[src/rtl/sha3_axis_pad_packer_if.sv]
// Bus bundle between the message source and the pad/pack stage, and from the
// pad/pack stage to the Keccak absorb stage. "slave" is the packer's view:
// it sinks the message stream and sources blocks. "master" is the view of
// the surrounding logic, which sources the message stream and sinks blocks.
interface sha3_axis_pad_packer_if #(
    parameter int RATE_BITS = 1088
);
    // Message stream (16-bit AXI-Stream beats)
    logic [15:0]          s_tdata;
    logic [1:0]           s_tkeep;
    logic                 s_tlast;
    logic [1:0]           s_tid;
    logic                 s_tvalid;
    logic                 s_tready;

    // Block stream towards the permutation stage
    logic [RATE_BITS-1:0] blk_data;
    logic                 blk_last;
    logic [1:0]           blk_id;
    logic                 blk_valid;
    logic                 blk_ready;

    modport slave (
        input  s_tdata, s_tkeep, s_tlast, s_tid, s_tvalid,
        output s_tready,
        output blk_data, blk_last, blk_id, blk_valid,
        input  blk_ready
    );

    modport master (
        output s_tdata, s_tkeep, s_tlast, s_tid, s_tvalid,
        input  s_tready,
        input  blk_data, blk_last, blk_id, blk_valid,
        output blk_ready
    );
endinterface

[src/rtl/sha3_axis_pad_packer.sv]
// SHA3 message packer: collects 16-bit beats little-endian into rate-sized
// blocks, applies SHA3 padding (0x06 ... 0x80) on the final block, and
// presents each block on a valid/ready handshake. A message that fills its
// last block exactly gets an extra all-padding block afterwards.
module sha3_axis_pad_packer #(
    parameter int RATE_BITS = 1088
) (
    input  logic                    ACLK,
    input  logic                    ARESETn,
    sha3_axis_pad_packer_if.slave   io_bus
);
    localparam int WORDS  = RATE_BITS / 16;
    localparam int NBYTES = RATE_BITS / 8;
    localparam int WCW    = $clog2(WORDS + 1);
    localparam int NBW    = WCW + 1;

    typedef enum logic [1:0] {
        ST_FILL  = 2'd0,
        ST_OUT   = 2'd1,
        ST_EXTRA = 2'd2
    } state_t;

    // Block buffer held as bytes so both word writes and pad-byte ORs index it directly
    logic [NBYTES-1:0][7:0] r_buf, w_buf_next;
    logic [NBYTES-1:0][7:0] w_pad_block;
    state_t                 r_state, w_state_next;
    logic [WCW-1:0]         r_wcnt, w_wcnt_next;
    logic                   r_last, w_last_next;
    logic [1:0]             r_id, w_id_next;
    logic                   r_pad_pending, w_pad_pending_next;
    logic                   r_msg_start, w_msg_start_next;

    logic [15:0]            w_beat;
    logic [1:0]             w_popcnt;
    logic [NBW-1:0]         w_nbytes;
    logic                   w_block_full;
    logic [NBW-1:0]         w_lo_idx;
    logic [NBW-1:0]         w_hi_idx;

    // Mask the closing beat by tkeep; bytes beyond keep are zero, never s_tdata
    always_comb begin
        w_beat   = io_bus.s_tdata;
        w_popcnt = 2'd2;
        if (io_bus.s_tlast) begin
            case (io_bus.s_tkeep)
                2'b11:   begin w_beat = io_bus.s_tdata;               w_popcnt = 2'd2; end
                2'b01:   begin w_beat = {8'h00, io_bus.s_tdata[7:0]}; w_popcnt = 2'd1; end
                default: begin w_beat = 16'h0000;                     w_popcnt = 2'd0; end
            endcase
        end
    end

    assign w_lo_idx     = {r_wcnt, 1'b0};
    assign w_hi_idx     = {r_wcnt, 1'b1};
    assign w_nbytes     = {r_wcnt, 1'b0} + NBW'(w_popcnt);
    assign w_block_full = (w_nbytes == NBW'(NBYTES));

    // Padding-only block used when the message ended exactly on a block boundary
    always_comb begin
        w_pad_block            = '0;
        w_pad_block[0]         = 8'h06;
        w_pad_block[NBYTES-1]  = w_pad_block[NBYTES-1] | 8'h80;
    end

    // Next-state and datapath update for FILL / OUT / EXTRA
    always_comb begin
        w_state_next       = r_state;
        w_buf_next         = r_buf;
        w_wcnt_next        = r_wcnt;
        w_last_next        = r_last;
        w_id_next          = r_id;
        w_pad_pending_next = r_pad_pending;
        w_msg_start_next   = r_msg_start;

        case (r_state)
            ST_FILL: begin
                if (io_bus.s_tvalid) begin
                    w_buf_next[w_lo_idx] = w_beat[7:0];
                    w_buf_next[w_hi_idx] = w_beat[15:8];
                    if (r_msg_start) begin
                        w_id_next        = io_bus.s_tid;
                        w_msg_start_next = 1'b0;
                    end
                    if (io_bus.s_tlast) begin
                        if (w_block_full) begin
                            // Padding does not fit: ship this block, pad next
                            w_last_next        = 1'b0;
                            w_pad_pending_next = 1'b1;
                        end else begin
                            // OR order makes a shared final byte come out as 0x86
                            w_buf_next[w_nbytes]   = w_buf_next[w_nbytes] | 8'h06;
                            w_buf_next[NBYTES-1]   = w_buf_next[NBYTES-1] | 8'h80;
                            w_last_next            = 1'b1;
                        end
                        w_state_next = ST_OUT;
                    end else if (r_wcnt == WCW'(WORDS - 1)) begin
                        w_last_next  = 1'b0;
                        w_state_next = ST_OUT;
                    end else begin
                        w_wcnt_next = r_wcnt + WCW'(1);
                    end
                end
            end

            ST_OUT: begin
                if (io_bus.blk_ready) begin
                    w_wcnt_next = '0;
                    if (r_pad_pending) begin
                        w_buf_next   = w_pad_block;
                        w_last_next  = 1'b1;
                        w_state_next = ST_EXTRA;
                    end else begin
                        w_buf_next       = '0;
                        w_msg_start_next = r_msg_start | r_last;
                        w_last_next      = 1'b0;
                        w_state_next     = ST_FILL;
                    end
                end
            end

            ST_EXTRA: begin
                if (io_bus.blk_ready) begin
                    w_buf_next         = '0;
                    w_wcnt_next        = '0;
                    w_pad_pending_next = 1'b0;
                    w_msg_start_next   = 1'b1;
                    w_last_next        = 1'b0;
                    w_state_next       = ST_FILL;
                end
            end

            default: begin
                w_state_next = ST_FILL;
            end
        endcase
    end

    // State register; reset discards any partially built or pending block
    always_ff @(posedge ACLK) begin
        if (!ARESETn) begin
            r_state       <= ST_FILL;
            r_buf         <= '0;
            r_wcnt        <= '0;
            r_last        <= 1'b0;
            r_id          <= 2'd0;
            r_pad_pending <= 1'b0;
            r_msg_start   <= 1'b1;
        end else begin
            r_state       <= w_state_next;
            r_buf         <= w_buf_next;
            r_wcnt        <= w_wcnt_next;
            r_last        <= w_last_next;
            r_id          <= w_id_next;
            r_pad_pending <= w_pad_pending_next;
            r_msg_start   <= w_msg_start_next;
        end
    end

    assign io_bus.s_tready  = (r_state == ST_FILL);
    assign io_bus.blk_valid = (r_state != ST_FILL);
    assign io_bus.blk_data  = r_buf;
    assign io_bus.blk_last  = r_last;
    assign io_bus.blk_id    = r_id;

endmodule

[src/flat_wrapper.sv]
// flat-port wrapper written by rule: the top's interface ports become plain ports
module sha3_axis_pad_packer_flat 
#(
    parameter int RATE_BITS = 1088
)
  (ACLK, ARESETn, io_bus_s_tdata, io_bus_s_tkeep, io_bus_s_tlast, io_bus_s_tid, io_bus_s_tvalid, io_bus_s_tready, io_bus_blk_data, io_bus_blk_last, io_bus_blk_id, io_bus_blk_valid, io_bus_blk_ready);
  sha3_axis_pad_packer_if #(.RATE_BITS(RATE_BITS)) io_bus_i ();
  input  logic ACLK;
  input  logic ARESETn;
  input wire logic [$bits(io_bus_i.s_tdata)-1:0] io_bus_s_tdata;
  input wire logic [$bits(io_bus_i.s_tkeep)-1:0] io_bus_s_tkeep;
  input wire logic [$bits(io_bus_i.s_tlast)-1:0] io_bus_s_tlast;
  input wire logic [$bits(io_bus_i.s_tid)-1:0] io_bus_s_tid;
  input wire logic [$bits(io_bus_i.s_tvalid)-1:0] io_bus_s_tvalid;
  output wire logic [$bits(io_bus_i.s_tready)-1:0] io_bus_s_tready;
  output wire logic [$bits(io_bus_i.blk_data)-1:0] io_bus_blk_data;
  output wire logic [$bits(io_bus_i.blk_last)-1:0] io_bus_blk_last;
  output wire logic [$bits(io_bus_i.blk_id)-1:0] io_bus_blk_id;
  output wire logic [$bits(io_bus_i.blk_valid)-1:0] io_bus_blk_valid;
  input wire logic [$bits(io_bus_i.blk_ready)-1:0] io_bus_blk_ready;
  assign io_bus_i.s_tdata = io_bus_s_tdata;
  assign io_bus_i.s_tkeep = io_bus_s_tkeep;
  assign io_bus_i.s_tlast = io_bus_s_tlast;
  assign io_bus_i.s_tid = io_bus_s_tid;
  assign io_bus_i.s_tvalid = io_bus_s_tvalid;
  assign io_bus_s_tready = io_bus_i.s_tready;
  assign io_bus_blk_data = io_bus_i.blk_data;
  assign io_bus_blk_last = io_bus_i.blk_last;
  assign io_bus_blk_id = io_bus_i.blk_id;
  assign io_bus_blk_valid = io_bus_i.blk_valid;
  assign io_bus_i.blk_ready = io_bus_blk_ready;
  sha3_axis_pad_packer #(.RATE_BITS(RATE_BITS)) u_core (.ACLK(ACLK), .ARESETn(ARESETn), .io_bus(io_bus_i));
endmodule
[config.mk]
export PLATFORM = sky130hd
export DESIGN_NAME = sha3_axis_pad_packer_flat
export DESIGN_NICKNAME = d
export VERILOG_FILES = /design/src/rtl/sha3_axis_pad_packer_if.sv /design/src/rtl/sha3_axis_pad_packer.sv /design/src/flat_wrapper.sv
export SDC_FILE = /design/constraint.sdc
export NUM_CORES = 2
export LEC_CHECK = 0
export ABC_AREA = 1
export BUFFER_PORTS_ARGS = -buffer_cell sky130_fd_sc_hd__clkbuf_2
export CORE_MARGIN = 10
export CORE_UTILIZATION = 30
export DETAILED_ROUTE_END_ITERATION = 10
export PLACE_DENSITY = 0.6
export SLEW_MARGIN = 25
export SYNTH_ARGS = -nofsm -noshare
export SYNTH_HDL_FRONTEND = slang
export SYNTH_SLANG_ARGS = --single-unit
[constraint.sdc]
create_clock -name ACLK -period 3.8 [get_ports ACLK]
set_input_delay 0.95 -clock ACLK [delete_from_list [all_inputs] [get_ports ACLK]]
set_output_delay 0.95 -clock ACLK [all_outputs]
set_load 0.01 [all_outputs]
==> run summary <==
The average instance area after synthesis is 6.82 sq um. The delay of the slowest cell on the worst path came out at 400 ps. In the global route stage, overall resource usage came out at 26.6%. Summed over all layers, the routed wires come to 279000 microns. The worst clock skew is 25.6 ps. STA classifies the critical path startpoint as a flip-flop. The distinct cell type count of the synthesized netlist is 36. The critical setup path kind is reg -> reg. The worst-skew pair later-pin latency came out at 810 ps.

The horizontal die dimension is 443 microns. The tightest slew margin relative to the limit came out at 35.4%. Static timing analysis puts the maximum clock frequency at 313 MHz.

The via total after detailed routing came out at 60920. The number of antenna violations at the first check in global routing is 17. The leakage power total came out at 24.3 nW. After floorplanning, the core was divided into 155 placement rows. The global-route congestion overflow total came out at 0. The final routed wire length divided by cell count is 25.2 microns. The final-layout setup total negative slack is 0 ps. The reported max-cap violation count came out at 0. The area enclosed by the die boundary came out at 196000 sq um. After detailed routing, the met2 layer carries 125000 microns of wire. In this run the worst path has a maximum fanout of 70.

The commonest register cell after synthesis is dfxtp_1. The clock sink count came out at 1102. The H-tree depth is 4. The filler cells instantiated in the layout total 18641. Once the floorplan was initialized, standard cells occupied 30.1% of the core.

Traced cell by cell, the critical path runs through inv_1 > ha_1 > inv_2 > or2_1 > nand3_1 > nor2_4 > inv_16 > nor2_8 > buf_12 > buf_12 > o211ai_1 > a21oi_1. The clock slew at the register clock pins of the worst setup and hold paths is 60 ps. The share of synthesized flip-flops with an asynchronous set or reset is 0%.

The routability congestion estimate from global placement is 0.884. The slowest cell on the critical path is nor2_4. Once detail routing completed, the nets flagged for antenna violations numbered 0. After detailed routing, the number of remaining DRC violations is 0. The setup-violating endpoint count in the final report is 0. The count of final hold-check violations came out at 0. The share of final-layout standard cells stronger than drive strength 1 is 19.9%. The post-synthesis register bit count came out at 1102. Summed over all nets, wire length on met3 after detailed routing comes to 26600 microns. The share of the clock period used by the worst path after layout came out at 84.0%. In this run the top signal layer used is met5.

At the worst endpoint, the required time is 4520 ps. On the final layout, the worst hold slack is 430 ps. The total of cells resized after clock tree synthesis came out at 0.

In this run the count of I/O pins placed on the die edge is 1118. The wire-length estimate of the detail-placed layout is 189000 microns. At the worst endpoint, the arrival time is 3920 ps. The number of search-and-repair iterations in the first detailed-routing pass is 8. The slew of the pin with the lowest slew margin came out at 966 ps. In the layout the commonest cells are 2766 x nand2_1, 1146 x a21oi_1, 1116 x clkbuf_2, 1102 x dfxtp_1, 704 x nand3_1. The most numerous cell type found on the critical path is buf_12. The height of the die is 443 microns. After synthesis, flip-flops and latches occupy 41.1% of the total area. After the first detailed-routing iteration, the DRC count stood at 6670. The library cell used most frequently in the layout, excluding fill and tap cells, is nand2_1.

The average vias per placed instance came out at 5.50. The clock period could shrink to 3190 ps. The kind of capture point of the worst setup path is a flip-flop. The cell area after synthesis is 53700 sq um. The areal power density over the cells came out at 493 nW/um^2.

The worst IR drop on VDD came out at 412 uV. The max-slew violation total from the final report is 0. The tree is rooted in a clkbuf_16. Buffers placed on the I/O ports in this run total 1117. The worst min-delay path class is in -> reg. Synthesis produced 7871 cells. The number of buffers inserted during clock tree synthesis is 136.

The total setup buffers inserted after CTS is 0. The floorplan step defined a core boundary enclosing 178000 sq um. The global-route wire length before repair is 394000 microns. TritonCTS built the clock tree. The met1 layer wirelength in the final routing is 107000 microns. The net count of the finished layout is 8629.

The maximum number of buffers from clock root to sink is 3. Setup repair after global routing left no endpoint under its margin. The largest net degree at the start of global routing is 172. The layout overhead on the synthesized area is 23.1%. For this run, the number of Yosys warnings is 0.

The number of global-route vias before repair was 54745. After clock tree synthesis, the flow added hold-fix buffers numbering 0. The run finished with clean final reports. The net count of the mapped netlist is 7903. The synthesized design contains 0 enable-type register cells.
==> power by group <==
part,internal [mW],switching (mW)
combinational,1.37,6.05
clock,7.61,5.65
sequential,11.8,0.178
==> layout make-up <==
cell class | count | area (sq um) | area share (%)
Clock buffer | 199 | 4020 | 6.09
Antenna cell | 9 | 22.5 | 0.0341
Timing Repair Buffer | 1380 | 8220 | 12.4
Inverter | 162 | 664 | 1.00
Tap cell | 2355 | 2950 | 4.46
Multi-Input combinational cell | 5815 | 27700 | 41.9
Sequential cell | 1102 | 22100 | 33.4
Clock inverter | 46 | 473 | 0.715
==> final timing paths <==
path | startpoint | to | cells after the start | slack (ps)
worst max register to register | u_core.r_state[0] | u_core.io_bus.blk_data[168] | 12 | 610
worst min register to register | u_core.io_bus.blk_id[1] | u_core.io_bus.blk_id[1] | 2 | 450
worst min-delay path | io_bus_s_tid[1] | u_core.io_bus.blk_id[1] | 3 | 430
worst max-delay path | u_core.r_state[0] | u_core.io_bus.blk_data[168] | 12 | 610
==> stage by stage <==
stage / setup slack, ps / std cells / total power [mW] / utilization (%) / cell area (sq um)
floorplan: 723 / 7871 / 16.7 / - / 53700
detailed placement: 12.1 / 10814 / 19.5 / 34.6 / 61600
CTS: 689 / 11059 / 32.7 / 37.1 / 66100
finish: 606 / 11068 / 32.6 / 37.1 / 66100
global route: 415 / 11066 / 33.7 / 37.1 / 66100
global placement: 48.5 / 10814 / 19.5 / 34.6 / 61600
==> critical path: cells and delay by family (launching register included) <==
family                   cells  cell delay (ps)
AND/OR/NAND/NOR              4              920
adder cells (fa/ha/maj)      1              340
flip-flops                   1              390
AO/OA/AOI/OAI                2              280
buffers and inverters        5             1000
==> cells in the mapped netlist (4+ instances only) <==
library cell	n	area share, %
nor2_2	20	0.23
a21oi_1	1146	11
nand2_1	2780	19
o21bai_1	15	0.21
clkinv_1	4	0.028
o211ai_1	18	0.25
dfxtp_1	1102	41
nand3_1	704	6.6
buf_1	54	0.38
inv_2	28	0.20
ha_1	7	0.16
nand4_1	51	0.59
nand2_2	7	0.082
buf_2	256	2.4
xor2_1	5	0.082
nand3_2	5	0.093
clkbuf_1	419	2.9
buf_4	60	0.84
o2111ai_1	402	6.6
nor3_2	4	0.075
nor2_1	98	0.68
o21ai_1	40	0.37
nor2_4	16	0.34
o21ai_0	482	4.5
inv_1	128	0.89
==> logic make-up (layout without fill, tap and decap cells) <==
kind of cell,after synthesis,in the layout,share of synthesized area [%]
AO/OA/AOI/OAI,2108,2108,22.6
XOR/XNOR,5,5,0.0815
adder cells (fa/ha/maj),7,7,0.163
buffers and inverters,954,1787,7.73
flip-flops,1102,1102,41.1
other,0,9,0
AND/OR/NAND/NOR,3695,3695,28.3
==> metal layers <==
layer | up-vias | track usage (%)
li1 | 28271 | -
met1 | 29015 | 31.5
met2 | 2941 | 41.6
met3 | 691 | 8.11
met4 | 2 | 17.3
met5 | - | 0
==> sequential cells by signal, indices dropped and copies added (netlist names) <==
name and flops:
u_core.io_bus.blk_data 1088, u_core.io_bus.blk_id 2, u_core.io_bus.blk_last 1, u_core.r_msg_start 1, u_core.r_pad_pending 1, u_core.r_state 2, u_core.r_wcnt 7
No activity file was read; power rests on OpenSTA's default activity.
